### src/rtl/bq_coef_sched.sv
// Biquad coefficient scheduler: Wishbone-written shadow bank, copied to the
// active bank atomically on the sample strobe that follows a commit.
module bq_coef_sched #(
   parameter int COEFWIDTH = 16,
   parameter int AW        = 4
) (
   input  logic                 wb_clk_i,
   input  logic                 wb_rst_i,
   input  logic                 wb_cyc_i,
   input  logic                 wb_stb_i,
   input  logic                 wb_we_i,
   input  logic [31:0]          wb_adr_i,
   input  logic [31:0]          wb_dat_i,
   output logic [31:0]          wb_dat_o,
   output logic                 wb_ack_o,
   input  logic                 sample_stb_i,
   output logic [COEFWIDTH-1:0] a11_o,
   output logic [COEFWIDTH-1:0] a12_o,
   output logic [COEFWIDTH-1:0] b10_o,
   output logic [COEFWIDTH-1:0] b11_o,
   output logic [COEFWIDTH-1:0] b12_o,
   output logic                 coef_upd_o,
   output logic                 pending_o
);

   typedef enum logic [1:0] {ST_IDLE, ST_PENDING, ST_APPLY} state_t;

   state_t        r_state, w_state_nxt;
   logic [15:0]   r_shadow [5];
   logic [15:0]   r_active [5];
   logic [15:0]   r_commit_cnt;
   logic          r_err;
   logic          r_ack;
   logic [31:0]   r_dat;

   logic [AW-1:0] w_idx;
   logic [2:0]    w_sidx;
   logic          w_access, w_wr, w_ctrl_wr, w_commit, w_err_clr, w_shadow_wr, w_load;
   logic [31:0]   w_rdata;
   logic          w_unused;

   // Bus handshake: ack <= cyc & stb & ~ack, so every access sees one wait
   // state and exactly one ack cycle; writes land on the acking edge.
   assign w_idx       = wb_adr_i[AW+1:2];
   assign w_sidx      = w_idx[2:0];
   assign w_access    = wb_cyc_i & wb_stb_i & ~r_ack;
   assign w_wr        = w_access & wb_we_i;
   assign w_ctrl_wr   = w_wr & (w_idx == AW'(5));
   assign w_commit    = w_ctrl_wr & wb_dat_i[0];
   assign w_err_clr   = w_ctrl_wr & wb_dat_i[1];
   assign w_shadow_wr = w_wr & (w_idx < AW'(5));
   assign w_load      = (r_state == ST_PENDING) & sample_stb_i;
   assign w_unused    = ^{wb_adr_i[31:AW+2], wb_adr_i[1:0], wb_dat_i[31:16]};

   always_comb begin
      w_state_nxt = r_state;
      case (r_state)
         ST_IDLE:    if (w_commit) w_state_nxt = ST_PENDING;
         ST_PENDING: if (sample_stb_i) w_state_nxt = ST_APPLY;
         ST_APPLY:   w_state_nxt = w_commit ? ST_PENDING : ST_IDLE;
         default:    w_state_nxt = ST_IDLE;
      endcase
   end

   always_comb begin
      w_rdata = '0;
      if (w_idx < AW'(5))
         w_rdata = {16'h0, r_shadow[w_sidx]};
      else if (w_idx == AW'(6))
         w_rdata = {r_commit_cnt, 14'h0, r_err, (r_state == ST_PENDING)};
      else if (w_idx == AW'(7))
         w_rdata = {r_active[2], r_active[0]};
   end

   always_ff @(posedge wb_clk_i or posedge wb_rst_i) begin
      if (wb_rst_i) begin
         r_state      <= ST_IDLE;
         r_commit_cnt <= '0;
         r_err        <= 1'b0;
         r_ack        <= 1'b0;
         r_dat        <= '0;
         for (int i = 0; i < 5; i++) begin
            r_shadow[i] <= (i == 2) ? 16'h7FFF : 16'h0000;
            r_active[i] <= (i == 2) ? 16'h7FFF : 16'h0000;
         end
      end else begin
         r_state <= w_state_nxt;
         r_ack   <= w_access;
         r_dat   <= (w_access & ~wb_we_i) ? w_rdata : 32'h0;
         // Shadow is frozen while a commit waits so the applied bank is the committed one.
         if (w_shadow_wr && r_state != ST_PENDING)
            r_shadow[w_sidx] <= wb_dat_i[15:0];
         if (w_err_clr)
            r_err <= 1'b0;
         else if (w_shadow_wr && r_state == ST_PENDING)
            r_err <= 1'b1;
         if (w_load) begin
            for (int i = 0; i < 5; i++) r_active[i] <= r_shadow[i];
            r_commit_cnt <= r_commit_cnt + 16'd1;
         end
      end
   end

   assign wb_ack_o   = r_ack;
   assign wb_dat_o   = r_dat;
   assign coef_upd_o = (r_state == ST_APPLY);
   assign pending_o  = (r_state == ST_PENDING);
   assign a11_o      = r_active[0][15 -: COEFWIDTH];
   assign a12_o      = r_active[1][15 -: COEFWIDTH];
   assign b10_o      = r_active[2][15 -: COEFWIDTH];
   assign b11_o      = r_active[3][15 -: COEFWIDTH];
   assign b12_o      = r_active[4][15 -: COEFWIDTH];

endmodule

### config.mk
export PLATFORM = sky130hd
export DESIGN_NAME = bq_coef_sched
export DESIGN_NICKNAME = d
export VERILOG_FILES = /design/src/rtl/bq_coef_sched.sv
export SDC_FILE = /design/constraint.sdc
export NUM_CORES = 1
export LEC_CHECK = 0
export ABC_AREA = 1
export CORE_MARGIN = 2
export CORE_UTILIZATION = 54
export CTS_BUF_LIST = sky130_fd_sc_hd__clkbuf_8
export DETAILED_ROUTE_END_ITERATION = 8
export PLACE_DENSITY_LB_ADDON = 0.15
export RECOVER_POWER = 100
export SLEW_MARGIN = 20
export SYNTH_ARGS = -nofsm -noshare
export SYNTH_HDL_FRONTEND = slang
export SYNTH_SLANG_ARGS = --single-unit
### constraint.sdc
create_clock -name wb_clk_i -period 8.2 [get_ports wb_clk_i]
set_input_delay 1.64 -clock wb_clk_i [delete_from_list [all_inputs] [get_ports wb_clk_i]]
set_output_delay 1.64 -clock wb_clk_i [all_outputs]
set_load 0.02 [all_outputs]
==> results of run 1 <==
## state kept, by name (all words and copies together), names as in the netlist
name / cells
r_commit_cnt: 16
a12_o: 16
b12_o: 16
b11_o: 16
b10_o: 16
r_shadow: 80
wb_ack_o: 1
a11_o: 16
r_state: 2
r_err: 1
wb_dat_o: 32
## metal layers
layer / vias up / global-route usage
met4: 0 / 0.141
met2: 389 / 0.444
li1: 3791 / -
met3: 69 / 0.0522
met1: 3820 / 0.420
met5: - / 0
## report_power, final
part | switching, uW | internal, uW
registers | 34.0 | 1100
clock network | 421 | 485
logic | 129 | 56.7
total | 583 | 1640
## cell usage after synthesis, types with 2 or more instances
cell      count  area, um2
nor2_1       29        109
nor2_4        2       22.5
inv_1        72        270
nand3_2       4       40.0
nor3_4        4       65.1
nor2_8        2       40.0
inv_2         2       7.51
or2_2        14       87.6
dfrtp_1     182       4550
dfstp_2      30        788
buf_4        10       75.1
clkbuf_1     18       67.6
o21ai_0      46        230
buf_6         4       45.0
nand4_1      97        607
o22ai_1       3       18.8
nand3_1      11       55.1
buf_2        32        160
xor2_1        7       61.3
a21oi_1      58        290
nand2_1     457       1720
xnor2_1       4       35.0
## worst min-delay path, stage by stage, from the launching register on
cell and delay [ns]:
dfstp_2 0.37, nand2_1 0.05, nand2_1 0.04
## how the worst min path moves through the flow
stage	from	endpoint	slack (ns)	cells past startpoint
after floorplan	r_shadow[47]$_DFFE_PP0P_	r_shadow[47]$_DFFE_PP0P_	0.44	2
after global placement	r_shadow[38]$_DFFE_PP1P_	r_shadow[38]$_DFFE_PP1P_	0.45	2
after detailed placement	r_shadow[39]$_DFFE_PP1P_	r_shadow[39]$_DFFE_PP1P_	0.45	2
after CTS	r_shadow[39]$_DFFE_PP1P_	r_shadow[39]$_DFFE_PP1P_	0.46	2
after global routing	r_shadow[56]$_DFFE_PP0P_	r_shadow[56]$_DFFE_PP0P_	0.48	2
final	r_shadow[39]$_DFFE_PP1P_	r_shadow[39]$_DFFE_PP1P_	0.46	2
## per-stage QoR
step	total power, uW	area, um2
after floorplan	1250	9410
after global placement	1330	10800
after detailed placement	1340	10800
after CTS	2240	11500
after global routing	2300	11500
final	2220	11500
## cell families after synthesis
family	count (synthesis)
buffers and inverters	139
AO/OA/AOI/OAI	108
XOR/XNOR	11
adder cells (fa/ha/maj)	1
AND/OR/NAND/NOR	624
flip-flops	212
## layout make-up
class / count / area (um2)
tap: 225 / 282
fill: 1471 / 5720
timing repair buffer: 149 / 1460
inverter: 75 / 289
antenna: 1 / 2.50
multi-input combinational: 744 / 3390
clock buffer: 44 / 606
clock inverter: 22 / 92.6
sequential: 212 / 5340
==> results.cfg, run 1 <==
[clock_network]
holdBufCountCts = 0
clkLatencyLatePin_ns = 0.54
cts_tree = built
cts-resized-gates = 0
cts_setup_buffers = 0
ctsHtreeMaxLevel = 2
cts-root-buf = clkbuf_8
numClockSinks = 212
cts_buffer_depth = 3
cts.clk_slew.worst_paths_ns = 0.06
cts_buffers = 36

[global_routing]
grt_pass1_vias = 7564
antenna_found_initial = 2
grt_max_degree = 143
grtUsageTotal = 0.296
grt_pass1_wl_mm = 41.6
overflow = 0

[timing]
setup_tns_ns = 0
hold_viol = 0
drv_slew = 154
final-setup-viol-count = 0
min_period_over_period = 0.715
hold_ws_ns = 0.460
timing.fmax_mhz = 171
relSlewSlack = -0.421
fin_crit_ns = 5.86
setup_slack_ns = 2.34
rsz0062_at_grt = false
finClkSkew_ns = 0.0146
tightestPinTransition_ns = 2.12

[die]
num_rows = 48
fp.dieH_um = 136
coreArea_mm2 = 0.0172
initial_core_util = 0.548
die_w_um = 136
boundaryPins = 185
die-area_mm2 = 0.0185

[synth]
synth_fp_nets = 1166
synthAdderAreaFrac = 0.00133
synth_xor_area_frac = 0.0102
yosysSeqAreaShare = 0.568
ys_types = 29
syn_avg_cell_area_um2 = 8.60
synth_cells = 1095
synth_mux_area_frac = 0
yosys_warnings = 0
synth_area_mm2 = 0.00941
async_flop_share = 1.00
synth_edf_count = 0
synth_top_family_by_area = simple AND/OR/NAND/NOR gates
synthFlopType = dfrtp_1
ys_seq_elements = 212
synth_compound_area_frac = 0.0590
yosys.area_share.simple = 0.295

[worst_setup_path]
reg2reg_depth = 7
worstSetupEndpoint = r_shadow[53]$_DFFE_PP0P_
crit_chain = dlygate4sd3_1, nor2_8, o21ai_0, nor2_8, clkbuf_1, nand3_1, nand2_1, nand2_1
crit_type = primary input to register
crit_cells = 8
cp_data_required_time_ns = 8.62
reg2reg_from = wb_ack_o$_DFF_PP0_
r2r_end = r_shadow[53]$_DFFE_PP0P_
path_delay_family = simple AND/OR/NAND/NOR gates
startpoint = wb_adr_i[2]
cp_max_fo = 50
path_buf_inv = 2
crit_arrival_ns = 6.28
worstSetupStartpointType = primary input
cp_slowest_cell = clkbuf_1
endpoint_kind = register
cp_slowest_stage_delay_ns = 1.19
r2r_slack_ns = 4.13

[detailed_routing]
drt-pass1-iter-count = 5
vias_per_cell = 5.48
top_layer = met4
wl_per_cell_um = 18.3
wl_met1_mm = 11.4
drc_errors = 0
routed_wirelength_mm = 27.0
via_count = 8069
drt-initial-drc-count = 845
wl_met3_mm = 2.38
ant_nets = 0
wl_met2_mm = 12.2

[finish]
nets = 1289
finalNonFillerCells = 1472
drive_gt1_frac = 0.0875
mostFrequentLayoutCell = nand2_1
post-route-util = 0.667
layout.cells.most_common_list = nand2_1, dfrtp_1, dlygate4sd3_1
area_growth_pct = 21.7

[min_path]
hold_class = register to register

[placement]
dp.cells = 1405
pre_cts_ws_ns = 3.53
place_hpwl_mm = 17.5
io_buffers = 140
place_congestion = 0.881

[status]
status = finished with violations
violations = capacitance limit, slew limit

[flow_run]
max_cap_viol_count = 4

[pwr]
leakage_uw = 0.00596
p_per_area_mw_per_mm2 = 194
peakVddDrop_mv = 0.117
No activity file was read; power rests on OpenSTA's default activity.
==> run 2: changes to the inputs <==
clock period = 5.5 ns   (was 8.2 ns; I/O delays follow)
==> run 2 against run 1 <==
  * The run still ends with capacitance limit, slew limit left
  * Sequential share of layout area down 0.54 points
  * Count of clock-buffer cells in the layout grew 7
  * Total power up 54%
  * Combinational power increased by 51%
  * Sequential cell count is the same
  * Setup slack worse by 1.0 ns
  * Critical endpoint is now r_shadow[47]$_DFFE_PP0P_
==> results.cfg, run 2 (synthesis gave the netlist of run 1 again) <==
[finish]
fill_cells = 1461
mostFrequentLayoutCell = nand2_1
diodes = 0
largest_reg_flops = 80
regMostFlops = r_shadow
area_growth_pct = 23.2
drive_gt1_frac = 0.0974
layout.cells.most_common_list = nand2_1, dfrtp_1, dlygate4sd3_1
nets = 1297

[timing]
relSlewSlack = -0.301
tightestPinTransition_ns = 1.95
min_period_over_period = 0.762
final-setup-viol-count = 0
timing.fmax_mhz = 239
drv_slew = 142
setup_tns_ns = 0
finClkSkew_ns = 0.00866
fin_crit_ns = 4.19
rsz0062_at_grt = false
hold_ws_ns = 0.463
hold_viol = 0

[worst_setup_path]
cp_max_fo = 60
endpoint_kind = register
crit_type = primary input to register
crit_arrival_ns = 4.61
cp_data_required_time_ns = 5.92
worstSetupStartpointType = primary input

[placement]
io_buffers = 140
place_congestion = 0.878
place_hpwl_mm = 17.6

[die]
boundaryPins = 185
num_rows = 48
fp.dieH_um = 136
die-area_mm2 = 0.0185
coreArea_mm2 = 0.0172
initial_core_util = 0.548
die_w_um = 136

[pwr]
peakVddDrop_mv = 0.177
p_per_area_mw_per_mm2 = 295
leakage_uw = 0.00601

[clock_network]
ctsHtreeMaxLevel = 2
cts-root-buf = clkbuf_8
numClockSinks = 212
holdBufCountCts = 0
cts_buffer_depth = 3
clkLatencyLatePin_ns = 0.53
cts-resized-gates = 0
cts.clk_slew.worst_paths_ns = 0.06
cts_buffers = 36
cts_setup_buffers = 0
cts_tree = built

[detailed_routing]
vias_per_cell = 5.56
ant_nets = 0
drc_errors = 0
drt-pass1-iter-count = 5
drt-initial-drc-count = 894
wl_per_cell_um = 18.4
via_count = 8215
routed_wirelength_mm = 27.1

[global_routing]
antenna_found_initial = 0
grt_max_degree = 137
grt_pass1_wl_mm = 42.0
grtUsageTotal = 0.300
overflow = 0
grt_pass1_vias = 7569

[flow_run]
max_cap_viol_count = 3

[status]
violations = capacitance limit, slew limit
status = finished with violations

[min_path]
hold_class = register to register
[run 2: worst paths after layout]
path                                           from                            to  slack, ns  cells after the start
min                        r_shadow[38]$_DFFE_PP1P_      r_shadow[38]$_DFFE_PP1P_       0.46                      2
min reg2reg                r_shadow[38]$_DFFE_PP1P_      r_shadow[38]$_DFFE_PP1P_       0.46                      2
max reg2reg                  r_state[1]$_DFFE_PP0P_  r_commit_cnt[13]$_DFFE_PP0P_       2.21                      8
min in group asynchronous                  wb_rst_i        wb_dat_o[29]$_DFF_PP0_       1.25                      3
max                                     wb_adr_i[3]      r_shadow[47]$_DFFE_PP0P_       1.31                      8
max in group asynchronous                  wb_rst_i          a11_o[3]$_DFFE_PP0P_       2.66                      3
[run 2: metal layers]
layer	share of wire	routed length, um	GRT usage
met5	0	0	0
met4	0.036	969	0.123
met2	0.46	12400	0.449
met3	0.091	2480	0.0604
met1	0.41	11300	0.429
[run 2: power by group]
| part | total [uW] | switching, uW | internal, uW |
|---|---|---|---|
| Combinational | 280 | 193 | 87.3 |
| Sequential | 1690 | 50.8 | 1640 |
| Clock | 1460 | 635 | 820 |
[run 2: stage by stage]
stage | total power [uW] | util | worst slack, ns | area (um2) | std cells
after floorplan | 1870 | - | 1.67 | 9420 | 1095
after global placement | 1990 | 0.635 | 1.84 | 10900 | 1413
after detailed placement | 2000 | 0.635 | 1.81 | 10900 | 1413
after CTS | 3440 | 0.679 | 2.34 | 11700 | 1478
after global routing | 3540 | 0.675 | 1.15 | 11600 | 1478
final | 3420 | 0.675 | 1.31 | 11600 | 1478
[run 2: critical path: stages]
cell and delay, ns:
dlygate4sd3_1 0.67, nor2_1 1.28, o21ai_4 0.13, nor2_8 0.68, nand3_1 0.21, clkbuf_1 0.31, nand2_1 0.12, nand2_1 0.05
[run 2: area by class of cell]
cell class | count | area [um2] | share of cell area
Clock buffer | 51 | 702 | 0.0605
Multi-Input combinational cell | 744 | 3400 | 0.294
Inverter | 75 | 283 | 0.0244
Tap cell | 225 | 282 | 0.0243
Clock inverter | 14 | 57.6 | 0.00496
Sequential cell | 212 | 5340 | 0.461
Timing Repair Buffer | 157 | 1520 | 0.131
==> run 3: changes to the inputs <==
clock period = 4.05 ns   (was 5.5 ns; I/O delays follow)
==> run 3 against run 2 <==
  * Critical path type unchanged
  * Combinational power is 35% higher
  * Total power rose by 33%
  * The run now ends clean
  * Design area fell by 0.22%
  * Highest routed layer unchanged
  * Register-to-register slack worse by 0.78 ns
  * Sequential power rose by 36%
  * First-iteration DRC count is 3.2% lower
  * Largest power group unchanged
  * Worst hold slack worse by 0.0023 ns
  * Final cell count increased by 0.34%
  * Sequential cell count unchanged
==> results.cfg, run 3 (synthesis gave the netlist of run 1 again) <==
[placement]
place_congestion = 0.871
io_buffers = 140
place_hpwl_mm = 18.0
placed_area_mm2 = 0.0109

[global_routing]
grt_max_degree = 122
antenna_found_initial = 0
grt_pass1_wl_mm = 41.9
grtUsageTotal = 0.297
grt_pass1_vias = 7598
overflow = 0

[die]
fp.dieH_um = 136
initial_core_util = 0.548
num_rows = 48
coreArea_mm2 = 0.0172
boundaryPins = 185
die-area_mm2 = 0.0185
die_w_um = 136

[detailed_routing]
vias_per_cell = 5.52
drc_errors = 0
via_count = 8179
routed_wirelength_mm = 26.9
drt-pass1-iter-count = 5
wl_per_cell_um = 18.1
drt-initial-drc-count = 865
ant_nets = 0

[worst_setup_path]
reg2reg_depth = 6
startpoint = wb_adr_i[2]
reg2reg_from = r_state[0]$_DFFE_PP0P_
r2r_slack_ns = 1.43
cp_data_required_time_ns = 4.47
r2r_end = r_shadow[57]$_DFFE_PP0P_
crit_type = primary input to register
endpoint_kind = register
cp_max_fo = 29
crit_arrival_ns = 3.77
worstSetupStartpointType = primary input

[clock_network]
cts-root-buf = clkbuf_8
cts_tree = built
cts.clk_slew.worst_paths_ns = 0.06
numClockSinks = 212
cts_buffers = 36
ctsHtreeMaxLevel = 2
cts_buffer_depth = 3
clkLatencyLatePin_ns = 0.54
cts_setup_buffers = 0
holdBufCountCts = 0
cts-resized-gates = 0

[finish]
area_growth_pct = 22.9
diodes = 0
drive_gt1_frac = 0.106
largest_reg_flops = 80
regMostFlops = r_shadow
layout.cells.most_common_list = nand2_1, dfrtp_1, dlygate4sd3_1
mostFrequentLayoutCell = nand2_1
nets = 1301
final_area_mm2 = 0.0116

[pwr]
leakage_uw = 0.00600
p_per_area_mw_per_mm2 = 395
peakVddDrop_mv = 0.209

[timing]
final-setup-viol-count = 0
finClkSkew_ns = 0.0172
hold_viol = 0
min_period_over_period = 0.829
relSlewSlack = 0.0271
tightestPinTransition_ns = 1.46
rsz0062_at_grt = false
timing.fmax_mhz = 298
fin_crit_ns = 3.36
drv_slew = 0
setup_tns_ns = 0

[min_path]
worstHoldPathCells = 2
hold_start = r_shadow[38]$_DFFE_PP1P_
hold_class = register to register
min_to = r_shadow[38]$_DFFE_PP1P_

[status]
status = complete, no violations

[flow_run]
max_cap_viol_count = 0
[run 3: cell count changes in the layout (fill, tap and decap cells not counted), sizes merged]
cell           before  now
clkinv              1   11
inv                87   81
clkbuf             56   52
clkinvlp            1    4
buf                12   14
clkdlybuf4s50      22   20
dlygate4sd3       118  120
[run 3: critical path, cell delays in order]
cell	delay [ns]
dlygate4sd3_1	0.74
nor2_8	0.38
o21ai_0	0.30
nor2_8	0.43
nand3_1	0.75
nand2_1	0.26
nand2_1	0.07
[run 3: final cells by class]
type / instances / area, um2
Multi-Input combinational cell: 744 / 3400
Timing Repair Buffer: 161 / 1540
Sequential cell: 212 / 5340
Tap cell: 225 / 282
Clock buffer: 45 / 619
Fill cell: 1439 / 5610
Clock inverter: 21 / 103
Inverter: 75 / 283
[run 3: worst max path at each step]
| stage | slack (ns) | cells past startpoint | endpoint |
|---|---|---|---|
| 4_1_cts | 1.23 | 3 | pending_o |
| 3_5_place_dp | 0.75 | 7 | r_shadow[71]$_DFFE_PP0P_ |
| 2_1_floorplan | 0.51 | 1 | a11_o[0]$_DFFE_PP0P_ |
| 6_report | 0.69 | 7 | r_shadow[57]$_DFFE_PP0P_ |
| 3_3_place_gp | 0.78 | 7 | r_shadow[58]$_DFFE_PP0P_ |
| 5_1_grt | 0.55 | 7 | r_shadow[70]$_DFFE_PP0P_ |
[run 3: stage by stage]
| stage | util | power [uW] | cells | setup WS [ns] | hold slack (ns) |
|---|---|---|---|---|---|
| 5_1_grt | 0.674 | 4720 | 1483 | 0.551 | 0.472 |
| 6_report | 0.674 | 4560 | 1483 | 0.694 | 0.461 |
| 2_1_floorplan | - | 2540 | 1095 | 0.508 | 0.442 |
| 4_1_cts | 0.679 | 4600 | 1483 | 1.23 | 0.462 |
| 3_5_place_dp | 0.637 | 2710 | 1417 | 0.745 | 0.453 |
| 3_3_place_gp | 0.637 | 2700 | 1417 | 0.781 | 0.450 |
[run 3: per-layer routing]
metal	vias to the layer above	part of all wire	GRT usage
li1	3813	-	-
met1	3911	0.42	0.426
met2	399	0.46	0.451
met3	56	0.089	0.0608
met4	0	0.027	0.108
met5	-	0	0
[run 3: report_power, final]
group / internal (uW) / switching, uW / leakage, uW
sequential: 2220 / 70.0 / 0.00281
clock: 1010 / 885 / 0.000406
combinational: 119 / 260 / 0.00278
